## config.mk

```make
export PLATFORM = sky130hd
export DESIGN_NAME = logic_unit_pipe
export DESIGN_NICKNAME = d
export VERILOG_FILES = /design/src/rtl/logic_unit_pipe.sv
export SDC_FILE = /design/constraint.sdc
export NUM_CORES = 1
export LEC_CHECK = 0
export BUFFER_PORTS_ARGS = -buffer_cell sky130_fd_sc_hd__buf_2
export CAP_MARGIN = 20
export CORE_MARGIN = 2
export CORE_UTILIZATION = 40
export CTS_BUF_LIST = sky130_fd_sc_hd__clkbuf_16
export CTS_CLUSTER_SIZE = 14
export DETAILED_ROUTE_END_ITERATION = 10
export GPL_TIMING_DRIVEN = 1
export PLACE_DENSITY = 0.73
export SLEW_MARGIN = 20
export SYNTH_ARGS = -nofsm -noshare
export SYNTH_HDL_FRONTEND = slang
export SYNTH_SLANG_ARGS = --single-unit
export TNS_END_PERCENT = 5
```

## constraint.sdc

```tcl
create_clock -name clk -period 2.74 [get_ports clk]
set_input_delay 0.137 -clock clk [delete_from_list [all_inputs] [get_ports clk]]
set_output_delay 0.137 -clock clk [all_outputs]
set_load 0.02 [all_outputs]
```

## src/rtl/logic_unit_pipe.sv

```systemverilog
// Purpose: eight-operation bitwise logic unit with accumulator chaining, zero/parity flags and beat counter.
// Latency: one cycle; a beat accepted at edge N is presented on y with out_valid=1 after edge N.
// Backpressure: one-entry output register; in_ready = !out_valid || out_ready, full throughput when out_ready stays high.
module logic_unit_pipe #(
    parameter int WIDTH = 8,
    parameter int CNT_W = 8
) (
    input  logic             clk,
    input  logic             rst_n,
    input  logic             in_valid,
    output logic             in_ready,
    input  logic [WIDTH-1:0] a,
    input  logic [WIDTH-1:0] b,
    input  logic [2:0]       op,
    input  logic             acc_en,
    input  logic             clr_acc,
    output logic             out_valid,
    input  logic             out_ready,
    output logic [WIDTH-1:0] y,
    output logic             zero,
    output logic             parity,
    output logic [CNT_W-1:0] op_count
);

    typedef enum logic {
        EMPTY = 1'b0,
        FULL  = 1'b1
    } state_t;

    typedef struct packed {
        logic [WIDTH-1:0] y;
        logic             zero;
        logic             parity;
    } res_t;

    state_t           state;
    state_t           state_nxt;
    res_t             res_q;
    res_t             res_d;
    logic [WIDTH-1:0] acc;
    logic [WIDTH-1:0] x_opnd;
    logic             accept;

    assign in_ready  = (state == EMPTY) || out_ready;
    assign accept    = in_valid && in_ready;
    assign out_valid = (state == FULL);
    assign y         = res_q.y;
    assign zero      = res_q.zero;
    assign parity    = res_q.parity;

    // Second operand: b, the accumulator, or zero when the accumulator is cleared in the same beat.
    always_comb begin
        x_opnd = b;
        if (acc_en) begin
            x_opnd = clr_acc ? '0 : acc;
        end
    end

    // Bitwise operation select and flag generation for the candidate result.
    always_comb begin
        res_d   = '0;
        res_d.y = a;
        case (op)
            3'b000: res_d.y = a & x_opnd;
            3'b001: res_d.y = ~(a & x_opnd);
            3'b010: res_d.y = a | x_opnd;
            3'b011: res_d.y = ~(a | x_opnd);
            3'b100: res_d.y = a ^ x_opnd;
            3'b101: res_d.y = ~(a ^ x_opnd);
            3'b110: res_d.y = ~a;
            3'b111: res_d.y = a;
            default: res_d.y = a;
        endcase
        res_d.zero   = (res_d.y == '0);
        res_d.parity = ^res_d.y;
    end

    // Output register occupancy: EMPTY/FULL next-state logic.
    always_comb begin
        state_nxt = state;
        case (state)
            EMPTY: if (accept) state_nxt = FULL;
            FULL:  if (out_ready && !accept) state_nxt = EMPTY;
            default: state_nxt = EMPTY;
        endcase
    end

    // State register.
    always_ff @(posedge clk or negedge rst_n) begin
        if (!rst_n) begin
            state <= EMPTY;
        end else begin
            state <= state_nxt;
        end
    end

    // Result register loads only on accept, so a stalled result stays stable.
    always_ff @(posedge clk or negedge rst_n) begin
        if (!rst_n) begin
            res_q <= '0;
        end else if (accept) begin
            res_q <= res_d;
        end
    end

    // Accumulator follows every accepted result; an idle clr_acc zeroes it, an accepted result wins over clear.
    always_ff @(posedge clk or negedge rst_n) begin
        if (!rst_n) begin
            acc <= '0;
        end else if (accept) begin
            acc <= res_d.y;
        end else if (clr_acc) begin
            acc <= '0;
        end
    end

    // Accepted-beat counter, wraps silently.
    always_ff @(posedge clk or negedge rst_n) begin
        if (!rst_n) begin
            op_count <= '0;
        end else if (accept) begin
            op_count <= op_count + 1'b1;
        end
    end

endmodule
```

==> flow_summary_export.csv <==
group,metric,value,unit
synthesis,synth_top_area_cell,"dfrtp_1",
drt,drtPass1Iterations,4,
global_routing,grt_pass1_wl,6710,um
place,place_congestion,0.818,
floorplanning,pin_count,45,
clock_network,clk_pin_slew,0.06,ns
sta,finalClockSkew,0.00239,ns
global_routing,grt.total_usage,15.2,%
power_and_ir_drop,peakVddDrop,472,uV
min_path,hold_class,"in2reg",
synthesis,ys_ff_latch,27,
sta,worst_slack,0.181,ns
synthesis,yosysTopAreaCellShare,33.6,%
layout,n_fill_cell,470,
drt,dr.first_iter.drc_count,88,
layout,num_antenna_cells,0,
power_and_ir_drop,power_density,590,mW/mm2
place,io_buffers,44,
global_routing,grt_start_max_net_pins,39,
clock_network,clock_latency,0.26,ns
clock_network,ctsLongestPathBuffers,2,
synthesis,ys.flop_type,"dfrtp_1",
drt,drt-vias-per-instance,5.07,
setup_path,arrival,2.70,ns
sta,fin_crit_sh,93.4,%
setup_path,path_class,"reg2reg",
floorplanning,rows,25,
place,dp_cells,323,
floorplanning,die_w,74.9,um
sta,drv_slew,0,
layout,final_cells,329,
clock_network,htree_num_levels,1,
setup_path,cp_data_required_time,2.88,ns
sta,finalHoldViolations,0,
status,status,"complete, no violations",
sta,setup_viol,0,
synthesis,synth.cell_area,0.00201,mm2
place,dp_hpwl,3170,um
sta,rsz0062_at_grt,"no",
drt,drc_errors,0,
floorplanning,die_area,0.00560,mm2
layout,drive_gt1_share,23.3,%
sta,period_needed,2.56,ns
global_routing,grt_overflow,0,
setup_path,startpoint_type,"register",
floorplanning,initial_utilization,42.0,%
synthesis,synthCells,223,
drt,wirelength,4120,um
layout,multi_input_area,0.00119,mm2
clock_network,cts_tree,"built",
flow_run,maxCapViolations,0,
place,dpl_worst_slack,0.167,ns
synthesis,yosys_warnings,0,
global_routing,first_global_vias,1531,
clock_network,clock-root-buffer,"clkbuf_16",
drt,ant_nets,0,
sta,relSlewSlack,60.1,%
sta,tightestPinTransition,0.598,ns
power_and_ir_drop,p_leak,0.00120,uW
setup_path,cp_max_fo,3,
synthesis,synth_edf_count,0,
synthesis,ys_top_cells_by_area,"dfrtp_1 34%, ha_1 13%, mux2i_1 6.0%",
clock_network,cts_buffers,3,
floorplanning,fp.dieH,74.9,um
synthesis,ys_async_sr_fraction,100,%
layout,seqCellArea,676,um2
layout,area_growth_syn_to_layout,17.6,%
sta,fmax,391,MHz
setup_path,endpoint_kind,"register",
sta,setup_tns,0,ns
synthesis,syn_nets,269,
drt,wl_per_cell,12.5,um
synthesis,syn_avg_cell_area,9.01,um2
layout,final_nets,309,
global_routing,antenna_found_initial,0,
drt,vias,1668,
synthesis,ys_seq_area_share,33.6,%
floorplanning,fp.coreArea,0.00479,mm2
clock_network,cts_sinks,27,
synthesis,synth.distinct_cells,34,
flip-flops by register name, summed over array words and instances (netlist names):
register / flops
parity: 1
zero: 1
out_valid: 1
acc: 8
y: 8
op_count: 8
cell families after synthesis:
group | after synthesis | share of synthesized area (%)
AND/OR/NAND/NOR | 61 | 14.6
AO/OA/AOI/OAI | 51 | 16.4
buffers and inverters | 33 | 7.41
flip-flops | 27 | 33.6
adder cells (fa/ha/maj) | 21 | 13.1
multiplexers | 20 | 10.5
XOR/XNOR | 10 | 4.36
path summary, 6_finish.rpt:
path,from,end,slack (ns),cells past startpoint
setup / recovery,acc[4],parity,0.18,12
hold / removal,in_valid,out_valid,0.1,2
setup reg to reg,acc[4],parity,0.18,12
hold reg to reg,op_count[7],op_count[7],0.47,1
max in group asynchronous,rst_n,acc[5],1.93,2
min in group asynchronous,rst_n,out_valid,0.42,2
metal layers:
metal | global-route usage, % | vias up | wire length [um]
li1 | - | 852 | -
met1 | 20.6 | 787 | 1930
met2 | 25.8 | 27 | 2040
met3 | 2.95 | 2 | 132
met4 | 2.18 | 0 | 21
met5 | 0 | - | 0
cells in the mapped netlist, types with 2 or more instances:
cell type and number:
nor2b_1 10, a21oi_1 5, o32ai_2 2, buf_2 5, o21ai_1 6, ha_1 21, or3_1 2, o21ai_0 18
clkbuf_1 4, o221ai_1 5, xor2_1 2, a21o_1 3, mux2i_1 12, nand4_1 4, o22ai_1 6, buf_6 2
mux2_2 8, nor3_1 4, dfrtp_1 27, nand3_1 4, nor2_1 5, a31oi_1 3, nand2b_1 2, nand2_1 27
inv_1 20, xnor2_1 8
report_power, final:
group,total [uW],switching (uW),internal (uW)
Combinational,525,306,219
Clock,322,127,195
Sequential,547,63.7,483
Total,1390,496,897
timing repair:
item / in CTS / in global routing
resized for setup: 0 / 1
setup buffers: 0 / 0
endpoints found under the setup margin: 0 / 1
hold endpoints to repair: 27 / 0
hold buffers: 1 / 0
layout make-up:
| cell class | instances | share of cell area [%] |
|---|---|---|
| multi-input cells | 163 | 50.5 |
| flip-flops and latches | 27 | 28.6 |
| repair buffers | 47 | 10.7 |
| well taps | 67 | 3.55 |
| inverters | 21 | 3.34 |
| clock buffers | 3 | 3.18 |
| clock inverters | 1 | 0.159 |
critical path, cell delays in order, from the launching register on:
cell and delay [ns]:
dfrtp_1 0.35, nor2b_1 0.13, mux2_2 0.29, inv_1 0.06, ha_1 0.21, nor2b_1 0.13
o22ai_1 0.10, a211o_1 0.31, o22ai_2 0.16, ha_1 0.29, xnor2_2 0.14, xnor2_1 0.16
o21ai_0 0.09
stage by stage:
step	hold WS (ns)	power [uW]	cell area [um2]	utilization, %
final	0.0987	1390	2360	49.3
after global routing	0.102	1490	2360	49.3
after CTS	0.0956	1400	2340	48.9
after detailed placement	0.183	1070	2250	47.0
after global placement	0.183	1060	2250	47.0
after floorplan	-0.159	908	2010	-
layout by cell type, fill, tap and decap left out, drive strengths merged, types with 5 or more instances in the layout:
cell type  instances
buf               46
nand2             27
dfrtp             27
o21ai             24
inv               21
ha                21
mux2i             12
nor2b             10
mux2               8
xnor2              8
o22ai              7
o221ai             5
nor2               5
a21oi              5
Note: power is estimated with default switching activity, not from simulation.
